## src/rtl/regfile_dbg_arb.sv

```systemverilog
// regfile_dbg_arb: shares one register-file read port between the pipeline
// decode stage and a debug requester. The pipeline normally has priority;
// a debug read is accepted when the pipeline is idle, answered one cycle
// later, and the arbiter then spends one cycle in RESP before it can grant
// again.
//
// Build option: define REGFILE_DBG_ARB_STARVE_EN to enable the starvation
// override. After STARVE_LIMIT denied cycles the debug requester takes the
// port and the pipeline is stalled for that one cycle. With the macro
// undefined the pipeline always wins and cpu_stall is tied low.
module regfile_dbg_arb #(
    parameter int STARVE_LIMIT = 4
) (
    input  logic        clk,
    input  logic        reset,
    input  logic        cpu_rd_req,
    input  logic [4:0]  cpu_rd_addr,
    output logic        cpu_stall,
    input  logic        dbg_req_valid,
    input  logic [4:0]  dbg_req_addr,
    output logic        dbg_req_ready,
    output logic        dbg_rsp_valid,
    output logic [31:0] dbg_rsp_data,
    output logic [4:0]  rf_rd_addr,
    input  logic [31:0] rf_rd_data
);

    // Catch an out-of-range limit at elaboration time.
    if (STARVE_LIMIT < 1 || STARVE_LIMIT > 15) begin : g_bad_limit
        $error("regfile_dbg_arb: STARVE_LIMIT must be 1..15");
    end

    typedef enum logic {IDLE, RESP} state_t;

    state_t state, state_nxt;
    logic   grant;

`ifdef REGFILE_DBG_ARB_STARVE_EN
    logic [3:0] starve_cnt;
    logic       starve_hit;
    assign starve_hit = (starve_cnt == 4'(STARVE_LIMIT));
`endif

    // State register. Reset drops any pending response.
    always_ff @(posedge clk or posedge reset) begin
        if (reset) state <= IDLE;
        else       state <= state_nxt;
    end

    // Grant decision, port steering and next state. Grant is gated by reset
    // so the pipeline owns the port while reset is held.
    always_comb begin
        grant         = 1'b0;
        state_nxt     = state;
        dbg_req_ready = 1'b0;
        cpu_stall     = 1'b0;
        rf_rd_addr    = cpu_rd_addr;
        dbg_rsp_valid = (state == RESP);
`ifdef REGFILE_DBG_ARB_STARVE_EN
        grant = !reset && (state == IDLE) && dbg_req_valid &&
                (!cpu_rd_req || starve_hit);
`else
        grant = !reset && (state == IDLE) && dbg_req_valid && !cpu_rd_req;
`endif
        if (grant) begin
            rf_rd_addr    = dbg_req_addr;
            dbg_req_ready = 1'b1;
`ifdef REGFILE_DBG_ARB_STARVE_EN
            cpu_stall     = cpu_rd_req;
`endif
        end
        case (state)
            IDLE:    if (grant) state_nxt = RESP;
            RESP:    state_nxt = IDLE;
            default: state_nxt = IDLE;
        endcase
    end

    // Response data is captured at acceptance and held until the next grant.
    always_ff @(posedge clk or posedge reset) begin
        if (reset)      dbg_rsp_data <= 32'h0;
        else if (grant) dbg_rsp_data <= rf_rd_data;
    end

`ifdef REGFILE_DBG_ARB_STARVE_EN
    // Count cycles where debug is denied in favour of the pipeline, saturating
    // at the limit; hold in RESP or with no debug request, clear on grant.
    always_ff @(posedge clk or posedge reset) begin
        if (reset)
            starve_cnt <= 4'd0;
        else if (grant)
            starve_cnt <= 4'd0;
        else if (state == IDLE && dbg_req_valid && cpu_rd_req && !starve_hit)
            starve_cnt <= starve_cnt + 4'd1;
    end
`endif

endmodule

```

## config.mk

```make
export PLATFORM = sky130hd
export DESIGN_NAME = regfile_dbg_arb
export DESIGN_NICKNAME = d
export VERILOG_FILES = /design/src/rtl/regfile_dbg_arb.sv
export SDC_FILE = /design/constraint.sdc
export NUM_CORES = 1
export LEC_CHECK = 0
export CORE_MARGIN = 3
export CORE_UTILIZATION = 30
export DETAILED_ROUTE_END_ITERATION = 8
export GPL_ROUTABILITY_DRIVEN = 0
export PLACE_DENSITY = 0.75
export SYNTH_ARGS = -nofsm -noshare
export SYNTH_HDL_FRONTEND = slang
export SYNTH_SLANG_ARGS = --single-unit
```

## constraint.sdc

```tcl
create_clock -name clk -period 2.71 [get_ports clk]
set_input_delay 0.271 -clock clk [delete_from_list [all_inputs] [get_ports clk]]
set_output_delay 0.271 -clock clk [all_outputs]
set_load 0.02 [all_outputs]
```

==> run metrics <==
status=finished, final reports clean; overall routing resource usage=0.140; CP peak stage delay=0.54 ns; Hold Fails Final Rpt=0; num rows=23; Async S/R FF share, synth=1.00; synth warn=0; grt ovf=0; # port buffers=84; Startpoint Class=input pin; crit end category=output pin; RSZ-0062 raised after global routing=false; # setup viols final=0; Post-Syn Area=0.00133 mm²; Hold Path Class=reg -> reg; Finished Layout Cells=220; clk_lat worst skew=0.27 ns; WP data required=2.44 ns; main area contributors after synthesis=dfrtp_1 (62%), mux2_1 (16%), mux2_2 (15%); Via Count=973; vias in the first global route=1,133; NumNets Final=216; Critical Path Fanout Max=7; max-cap viol count=0; Crit path top cell by count=clkdlybuf4s50_1; fmax=413 MHz; Die H=72.6 µm; Storage cell area=826 µm²; die width=72.6 µm; Top Ports=86; Yosys cell types=9; Worst Path Arrival=2.15 ns; period utilisation layout=0.893; H-tree depth=2; top cell type's share of synthesized area=0.620; most frequent cell after synthesis=dfrtp_1; total routed wirelength=3330 µm; DR vias/cell=4.42; final-layout fill cell count=350; fin crit period=2.42 ns; WL per Instance=15.2 µm; peak supply drop=0.356 mV; Synth Register Bits=33; Initial Utilization=0.321; hold depth=1; crit-path cells=clkdlybuf4s50_1 > nor4b_4 > buf_4 > mux2_2 > clkdlybuf4s50_1; Crit Path Class=in -> out; clk slew on worst S/H paths=0.06 ns; Worst path slowest cell=clkdlybuf4s50_1; Avg Synthesized Cell Area=16.9 µm²; ANT nets after route=0; final setup skew=0.00459 ns; sequential-to-total area share from yosys stat=0.620; CTS Hold Bufs=0; setup bufs post-CTS=0; iteration count of the initial detailed-routing pass=4; footprint of the multi-input gates=453 µm²; largest net degree at the start of global routing=34; post-CTS resize count=0; Reg2Reg Depth=4; first-pass GRT wire length=5530 µm; synth cell count leaders=dfrtp_1 (33), mux2_1 (19), mux2_2 (18); EDFF count, synth=0; CTS Buffer Depth=2; Post-Syn Nets=125; Num Clock Sinks=33; Static Leak=0.951 nW; ANT cells=0; initial antenna violation count=0; pwr/cell area=671 mW/mm²; Die Area=0.00527 mm²; area grow syn2layout=73.5%; cts bufs inserted=5; Iteration-0 DRC Markers=28; Mapped Cells=79; DRC violations left=0; Max Slew Vio Count=0; cell total after placement=213; core area=0.00414 mm²; total negative slack=0 ns; cell accounting for the most synthesized area=dfrtp_1; Post-DP HPWL=2670 µm; CTS tree=done; share of cells above drive strength 1=0.176; Root Buffer=clkbuf_8; main flop type after synthesis=dfrtp_1
per-stage QoR:
step | area [µm²] | total power [mW] | utilization | setup WS (ns) | hold WS, ns
final | 2310 | 1.55 | 0.557 | 0.290 | 0.481
after CTS | 2310 | 1.57 | 0.557 | 0.276 | 0.489
after global routing | 2310 | 1.63 | 0.557 | 0.221 | 0.517
after global placement | 2220 | 1.19 | 0.537 | 0.316 | 0.467
after detailed placement | 2220 | 1.20 | 0.537 | 0.272 | 0.475
after floorplan | 1330 | 0.888 | - | 0.943 | 0.341
registers in the layout, indices dropped and copies added (netlist names):
name,flops
dbg_rsp_data,32
dbg_rsp_valid,1
routing by layer:
metal / vias up / wire, µm / GRT usage
li1: 455 / - / -
met1: 457 / 1230 / 0.155
met2: 59 / 1670 / 0.225
met3: 2 / 422 / 0.0771
met4: 0 / 17 / 0.0492
met5: - / 0 / 0
cells by family (layout without fill, tap and decap cells):
| group | after synthesis | count (layout) | share of synthesized area |
|---|---|---|---|
| other | 1 | 1 | 0.00282 |
| multiplexers | 37 | 37 | 0.313 |
| AND/OR/NAND/NOR | 2 | 2 | 0.0244 |
| buffers and inverters | 6 | 97 | 0.0395 |
| flip-flops | 33 | 33 | 0.620 |
worst max-delay path, delay by kind of cell:
family                 cells  cell delay [ns]
multiplexers               1             0.33
buffers and inverters      3             1.21
AND/OR/NAND/NOR            1             0.33
power breakdown:
part	total, mW	internal, mW	switching (mW)	leakage (nW)
registers	0.643	0.593	0.0503	0.392
logic	0.544	0.306	0.238	0.514
clock network	0.362	0.201	0.160	0.0443
final timing paths:
kind	startpoint	to	slack (ns)
min reg2reg	dbg_rsp_data[21]	dbg_rsp_data[21]	0.48
min	dbg_rsp_data[21]	dbg_rsp_data[21]	0.48
max reg2reg	dbg_rsp_valid	dbg_rsp_data[25]	1.06
min in group asynchronous	reset	dbg_rsp_data[30]	0.49
max in group asynchronous	reset	dbg_rsp_data[11]	1.91
max	reset	rf_rd_addr[4]	0.29
cell usage in the layout, fill, tap and decap left out:
cell type	instances
clkdlybuf4s50_1	84
dfrtp_1	33
mux2_1	19
mux2_2	18
clkbuf_8	6
buf_4	5
nor4b_4	1
nor4b_1	1
inv_1	1
conb_1	1
clkbuf_1	1
area by class of cell:
cell class              instances  area share
clock buffers                   7      0.0374
inverters                       1     0.00163
multi-input cells              40       0.196
well taps                      50      0.0271
repair buffers                 89       0.380
flip-flops and latches         33       0.358
Note: power is estimated with default switching activity, not from simulation.
